**src/rtl/video_frame_rx.sv**
```systemverilog
// video_frame_rx: receive side of a valid/ready pixel stream with a
// start-of-frame flag. Regenerates (hcount, vcount) for every forwarded
// pixel, checks framing against the expected position and re-locks on the
// next SOF after a missing-SOF error. A single register slice drives m_*.
// Optional build macro FRAME_RX_STATS_EN adds the error/good-frame counters;
// without it err_count and frame_count are constant zero.
//
// Handshake: a beat transfers on any rising clk edge where valid & ready are
// both high; a source holds its beat (data and flags) stable until then, and
// ready may depend combinationally on the other side's ready.
module video_frame_rx #(
  parameter int HMAX = 640,
  parameter int VMAX = 480,
  parameter int DW   = 12,
  parameter int ERRW = 16
) (
  input  logic            clk,
  input  logic            reset_n,
  input  logic            sync_clr,
  input  logic [DW-1:0]   s_data,
  input  logic            s_valid,
  input  logic            s_sof,
  output logic            s_ready,
  output logic [DW-1:0]   m_data,
  output logic            m_valid,
  input  logic            m_ready,
  output logic [10:0]     m_hcount,
  output logic [10:0]     m_vcount,
  output logic            m_sof,
  output logic            m_eol,
  output logic            m_eof,
  output logic            locked,
  output logic            err_pulse,
  output logic [ERRW-1:0] err_count,
  output logic [ERRW-1:0] frame_count
);

  typedef enum logic {
    SEEK   = 1'b0,
    LOCKED = 1'b1
  } state_e;

  localparam logic [10:0] HLAST = 11'(HMAX - 1);
  localparam logic [10:0] VLAST = 11'(VMAX - 1);

  state_e      state_q, state_d;
  logic [10:0] hc_q, hc_d;
  logic [10:0] vc_q, vc_d;

  logic          m_valid_q;
  logic [DW-1:0] m_data_q;
  logic [10:0]   m_hcount_q, m_vcount_q;
  logic          m_sof_q, m_eol_q, m_eof_q;
  logic          err_pulse_q;

  logic        accept;
  logic        at_origin;
  logic        fwd;
  logic        err;
  logic [10:0] fwd_h, fwd_v;
  logic        sof_d, eol_d, eof_d;

  // The slice can take a new beat whenever it is empty or being drained.
  assign s_ready   = ~m_valid_q | m_ready;
  assign accept    = s_valid & s_ready;
  assign at_origin = (hc_q == 11'd0) && (vc_q == 11'd0);

  // Framing decision for the accepted beat and next expected position.
  always_comb begin
    state_d = state_q;
    hc_d    = hc_q;
    vc_d    = vc_q;
    fwd     = 1'b0;
    err     = 1'b0;
    fwd_h   = hc_q;
    fwd_v   = vc_q;
    if (accept) begin
      case (state_q)
        SEEK: begin
          if (s_sof) begin
            fwd     = 1'b1;
            fwd_h   = 11'd0;
            fwd_v   = 11'd0;
            state_d = LOCKED;
          end
        end
        LOCKED: begin
          if (s_sof && !at_origin) begin
            // Early SOF: restart the frame at the new SOF.
            err   = 1'b1;
            fwd   = 1'b1;
            fwd_h = 11'd0;
            fwd_v = 11'd0;
          end else if (!s_sof && at_origin) begin
            // Missing SOF: drop the beat and hunt for the next SOF.
            err     = 1'b1;
            state_d = SEEK;
            hc_d    = 11'd0;
            vc_d    = 11'd0;
          end else begin
            fwd = 1'b1;
          end
        end
        default: state_d = SEEK;
      endcase
    end
    if (fwd) begin
      if (fwd_h == HLAST) begin
        hc_d = 11'd0;
        vc_d = (fwd_v == VLAST) ? 11'd0 : fwd_v + 11'd1;
      end else begin
        hc_d = fwd_h + 11'd1;
        vc_d = fwd_v;
      end
    end
  end

  assign sof_d = (fwd_h == 11'd0) && (fwd_v == 11'd0);
  assign eol_d = (fwd_h == HLAST);
  assign eof_d = eol_d && (fwd_v == VLAST);

  // State, position counters and the output register slice.
  always_ff @(posedge clk or negedge reset_n) begin
    if (!reset_n) begin
      state_q     <= SEEK;
      hc_q        <= 11'd0;
      vc_q        <= 11'd0;
      m_valid_q   <= 1'b0;
      m_data_q    <= '0;
      m_hcount_q  <= 11'd0;
      m_vcount_q  <= 11'd0;
      m_sof_q     <= 1'b0;
      m_eol_q     <= 1'b0;
      m_eof_q     <= 1'b0;
      err_pulse_q <= 1'b0;
    end else if (sync_clr) begin
      state_q     <= SEEK;
      hc_q        <= 11'd0;
      vc_q        <= 11'd0;
      m_valid_q   <= 1'b0;
      err_pulse_q <= 1'b0;
    end else begin
      state_q     <= state_d;
      hc_q        <= hc_d;
      vc_q        <= vc_d;
      err_pulse_q <= err;
      if (s_ready) begin
        m_valid_q <= fwd;
        if (fwd) begin
          m_data_q   <= s_data;
          m_hcount_q <= fwd_h;
          m_vcount_q <= fwd_v;
          m_sof_q    <= sof_d;
          m_eol_q    <= eol_d;
          m_eof_q    <= eof_d;
        end
      end
    end
  end

  assign m_valid   = m_valid_q;
  assign m_data    = m_data_q;
  assign m_hcount  = m_hcount_q;
  assign m_vcount  = m_vcount_q;
  assign m_sof     = m_sof_q;
  assign m_eol     = m_eol_q;
  assign m_eof     = m_eof_q;
  assign locked    = (state_q == LOCKED);
  assign err_pulse = err_pulse_q;

`ifdef FRAME_RX_STATS_EN
  logic [ERRW-1:0] err_count_q;
  logic [ERRW-1:0] frame_count_q;

  // Every forwarded frame begins at a (re)lock SOF and any framing error
  // either restarts the frame or drops lock, so a forwarded EOF always
  // closes an error-free frame. sync_clr leaves both counters alone.
  always_ff @(posedge clk or negedge reset_n) begin
    if (!reset_n) begin
      err_count_q   <= '0;
      frame_count_q <= '0;
    end else if (!sync_clr) begin
      if (err && !(&err_count_q)) begin
        err_count_q <= err_count_q + ERRW'(1);
      end
      if (fwd && eof_d) begin
        frame_count_q <= frame_count_q + ERRW'(1);
      end
    end
  end

  assign err_count   = err_count_q;
  assign frame_count = frame_count_q;
`else
  assign err_count   = '0;
  assign frame_count = '0;
`endif

endmodule

```
**config.mk**
```make
export PLATFORM = sky130hd
export DESIGN_NAME = video_frame_rx
export DESIGN_NICKNAME = d
export VERILOG_FILES = /design/src/rtl/video_frame_rx.sv
export SDC_FILE = /design/constraint.sdc
export NUM_CORES = 1
export LEC_CHECK = 0
export BUFFER_PORTS_ARGS = -buffer_cell sky130_fd_sc_hd__buf_2
export CORE_UTILIZATION = 23
export DETAILED_ROUTE_END_ITERATION = 10
export GPL_ROUTABILITY_DRIVEN = 0
export PLACE_DENSITY = 0.49
export SLEW_MARGIN = 30
export SYNTH_ARGS = -nofsm -noshare
export SYNTH_HDL_FRONTEND = slang
export SYNTH_SLANG_ARGS = --single-unit
```
**constraint.sdc**
```tcl
create_clock -name clk -period 9 [get_ports clk]
set_input_delay 0.9 -clock clk [delete_from_list [all_inputs] [get_ports clk]]
set_output_delay 0.9 -clock clk [all_outputs]
set_load 0.1 [all_outputs]
```
# After elaboration in Yosys (flattened, before gate mapping)
# Cells that the tools add are included.
[word_totals]
regBits = 62
input_bits = 18
output_inout_bits = 73
elab_cells = 72
[op_classes]
add_sub_neg = 2
eq_ne = 3
muxes = 33
n_bitwise = 5
n_reduce_logical = 18
[ops]
columns = ["op", "n"]
rows = [
  ["$mux 11", 17],
  ["$logic_not 11->1", 4],
  ["$pmux 11 s2", 2],
  ["$add 11x1->11 const B", 2],
  ["$mux 1", 13],
  ["$eq 11x10->1 const B", 1],
  ["$eq 11x9->1 const B", 1],
  ["$reduce_bool 3->1", 3],
  ["$logic_and 1x1->1", 5],
  ["$reduce_and 4->1", 1],
  ["$reduce_bool 2->1", 2],
  ["$ne 3x3->1 const B", 1],
  ["$not 1->1", 3],
  ["$reduce_and 3->1", 1],
  ["$logic_not 1->1", 2],
  ["$pmux 1 s2", 1],
  ["$and 1x1->1", 1],
  ["$or 1x1->1", 1],
]

# Depth between registers and ports, before layout
[logic_depth]
ltp_word = 12
depth_mapped = 19
mapped_depth_nobuf = 16

# Least setup slack after synthesis
# OpenSTA, ideal clock, no wires.
[synth_timing]
kind = "flip-flop to flip-flop"
start = "register vc_q[6]"
end = "register vc_q[9]"
setup_ns = 0.124
arrival_ns = 4.173
required_time_ns = 8.876
setup_slack_ns = 4.703
path_stages_with_launch = 19
n_path_buf = 2
synth_period_minus_slack_ns = 4.297
cell_sequence = "dfrtp_1 or4_1 nor2_1 nand4_1 or3_1 ha_1 mux2i_1 or3_1 buf_2 buf_1 nand2_1 inv_1 ha_1 nand4_1 or2_1 nor3_4 nand2_1 o211a_1 a211o_1"
[synth_via]
word_cells_on_any_way = 28
classes_between = "add/sub (1); eq/ne (3); mux (15); reduce/logical (9)"
[synth_lines]
columns = ["element", "line_no", "text"]
rows = [
  ["from (decl)", "48", "logic [10:0] vc_q, vc_d;"],
  ["from (signal assigned)", "145", "vc_q <= vc_d;"],
  ["$logic_not 11->1", "66", "assign at_origin = (hc_q == 11'd0) && (vc_q == 11'd0);"],
  ["$logic_and 1x1->1", "66", ""],
  ["$logic_not 1->1", "88", "if (s_sof && !at_origin) begin"],
  ["$logic_and 1x1->1", "88", ""],
  ["$mux 11", "88", ""],
  ["$pmux 11 s2", "78", "case (state_q)"],
  ["$mux 11", "77", "if (accept) begin"],
  ["named net fwd_h[1]", "60", "logic [10:0] fwd_h, fwd_v;"],
  ["$eq 11x10->1", "108", "if (fwd_h == HLAST) begin"],
  ["$mux 11", "108", ""],
  ["$mux 11", "107", "if (fwd) begin"],
  ["$mux 11", "136", "end else if (sync_clr) begin"],
]
# The timed path passes the listed nets, and every way through them passes these cells.
# A chain may end at the register's enable or synchronous reset.

# Final worst setup path
# Ends and elaborated chain as after synthesis.

==> results.toml <==
[critical_path]
cp_max_fo = 19
cp.required_ns = 9.22
crit_chain = "or4_1, nor2_1, nand4_1, or3_1, ha_1, mux2i_1, or3_1, nand2_1, inv_1, ha_1, nand4_1, or2_1, nor3_4, nand2_1, o211a_1, a211o_1"
worstSetupPathType = "reg -> reg"
cpPeakStageDelay_ns = 0.59
critPathSlowestCell = "or3_1"
crit_arrival_ns = 5.43
end_kind = "register"
startpoint_type = "register"

[yosys]
ys_top_cells_by_area = "dfrtp_1 48%, nand2_1 9.6%, buf_4 7.5%"
ys_seq_area_share_pct = 48.4
yosysTopAreaCell = "dfrtp_1"
async_reset_ff_share_pct = 100
ys_warn_count = 0
synthMostInstantiatedCell = "nand2_1"
synth_cells = 347
synth_area_per_cell_sq_um = 9.23
synth.distinct_cells = 49
synth-seq-cells = 62
synth_edf_count = 0
synth_flop_cell = "dfrtp_1"
yosys.area.top_type_share_pct = 48.4
syn_area_sq_um = 3200
synthTopCellsByCount = "82 x nand2_1, 62 x dfrtp_1, 32 x buf_4"

[route]
antenna_left = 0
first_pass_iters = 5
vias = 2632
wire_per_inst_microns = 13.6
dr.first_iter.drc_count = 148
vias_per_cell = 4.47
drt-total-wl_mm = 8.01
drc_errors = 0

[timing]
fin_ws_ns = 3.78
holdWs_ns = 0.465
maxSlewHeadroom_pct = 47.3
worst_pin_slew_ns = 0.790
fin_tns_setup_ns = 0
fin_crit_sh_pct = 57.9
fin_crit_ns = 5.22
max_freq_mhz = 192
fin_skew_ns = 0.00795
slew_viol_final = 0
finalSetupViolCount = 0
rsz0062_at_grt = "no"
hold_violations = 0

[clock_tree]
cts_buffers = 9
clkTransAtPathRegs_ns = 0.05
cts_tree = "built"
post_cts_buffers = 0
worstSkewPairLatency_ns = 0.33
clock_path_buffers = 2
hold_buffers = 0
clockRootBuffer = "clkbuf_16"
h-tree-depth = 3
cts_resized = 0
cts.sinks = 62

[final_layout]
utilization_pct = 29.5
n_antenna_cell = 0
multiInputGateArea_sq_um = 1450
syn_to_final_growth_pct = 23.2
fillers = 1432
register_area_sq_um = 1550
num-nets-final = 432
drive_above_1_share_pct = 21.3

[placement]
dp_hpwl_mm = 5.63
dp_worst_setup_slack_ns = 3.81
io_buffer_count = 58

[hold_path]
hp-class = "reg -> reg"

[floorplan]
start_util_pct = 23.9
die_x_microns = 120
core_sq_um = 13400
die_h_microns = 120
die_area_sq_um = 14400
rows = 42
ioPinCount = 91

[outcome]
outcome = "finished, final reports clean"

[grt]
grt_usage_pct = 12.3
grt_overflow = 0
antenna_found_initial = 0
grt_pass1_vias = 2645
grt_max_degree = 63
grt_pass1_wl_mm = 13.6

[flow_run]
max_cap_violations = 0

[pwr]
post-layout-total-power_mw = 0.960
ir_drop_mv = 0.0893
p_per_area_nw_per_um2 = 243
power_leakage_nw = 1.98
## flip-flops by register name (all words and copies together) (netlist names)
| register | flops |
|---|---|
| m_eol | 1 |
| m_vcount | 11 |
| m_eof | 1 |
| m_valid | 1 |
| m_hcount | 11 |
| hc_q | 11 |
| m_data | 12 |
| m_sof | 1 |
| locked | 1 |
| vc_q | 11 |
| err_pulse | 1 |
## cell families after synthesis
kind of cell | after synthesis | synth area share, %
AO/OA/AOI/OAI | 77 | 16.8
XOR/XNOR | 3 | 0.820
adder cells (fa/ha/maj) | 6 | 2.34
buffers and inverters | 57 | 10.5
flip-flops | 62 | 48.4
multiplexers | 1 | 0.312
other | 1 | 0.117
AND/OR/NAND/NOR | 140 | 20.6
## worst max-delay path, delay by kind of cell (launching register included)
family | cells | cell delay [ns]
simple gates | 10 | 3.32
compound gates | 2 | 0.53
flops | 1 | 0.44
fa+ha+maj | 2 | 0.44
mux | 1 | 0.24
buf+inv | 1 | 0.10
## placed cells by master, fill, tap and decap left out, types with 2 or more instances in the layout
cell type	instances
bufinv_16	3
nand3_1	6
a22o_1	13
clkbuf_16	9
buf_2	58
nand2_1	82
or3_1	3
xnor2_1	2
and4_1	2
a21oi_1	8
nor3_1	5
a31oi_1	4
clkbuf_1	2
nand4_1	6
and3_1	2
or4_1	2
inv_1	13
conb_1	32
nor2_1	17
o31ai_2	2
nand2b_1	2
o21ai_0	26
a31o_2	2
o21ai_1	2
buf_4	5
clkbuf_8	2
a211o_1	4
a32o_1	3
ha_1	6
a21o_1	2
o31ai_1	3
nor2b_1	2
nor4_1	3
dfrtp_1	62
## worst paths after layout
check | startpoint | end | slack [ns] | cells after the start
worst max-delay path | vc_q[6] | vc_q[9] | 3.78 | 16
worst min-delay path | m_eol | m_eol | 0.47 | 2
worst max register to register | vc_q[6] | vc_q[9] | 3.78 | 16
worst min register to register | m_eol | m_eol | 0.47 | 2
max in group asynchronous | reset_n | m_data[2] | 7.74 | 2
min in group asynchronous | reset_n | m_vcount[3] | 0.74 | 2
## per-layer routing
| metal | track usage, % | routed length (microns) | vias to the layer above |
|---|---|---|---|
| met5 | 0 | 0 | - |
| met1 | 16.2 | 3770 | 1275 |
| met2 | 18.4 | 3710 | 75 |
| met3 | 4.09 | 426 | 6 |
| li1 | - | - | 1276 |
| met4 | 4.84 | 98 | 0 |
## final cells by class
cell class / count / share of cell area, %
clock buffers: 13 / 6.59
clock inverters: 3 / 2.28
multi-input cells: 259 / 36.7
repair buffers: 63 / 8.30
flip-flops and latches: 62 / 39.3
well taps: 176 / 5.58
inverters: 13 / 1.24
## per-stage QoR
stage / area (sq um) / instances
2_1_floorplan: 3320 / 378
3_3_place_gp: 3590 / 573
3_5_place_dp: 3600 / 573
4_1_cts: 3950 / 589
5_1_grt: 3950 / 589
6_report: 3950 / 589
## where the power goes
group          switching [mW]  total [mW]  internal, mW
logic                   0.223       0.251        0.0279
clock network           0.119       0.405         0.286
registers             0.00925       0.305         0.296
No activity file was read; power rests on OpenSTA's default activity.
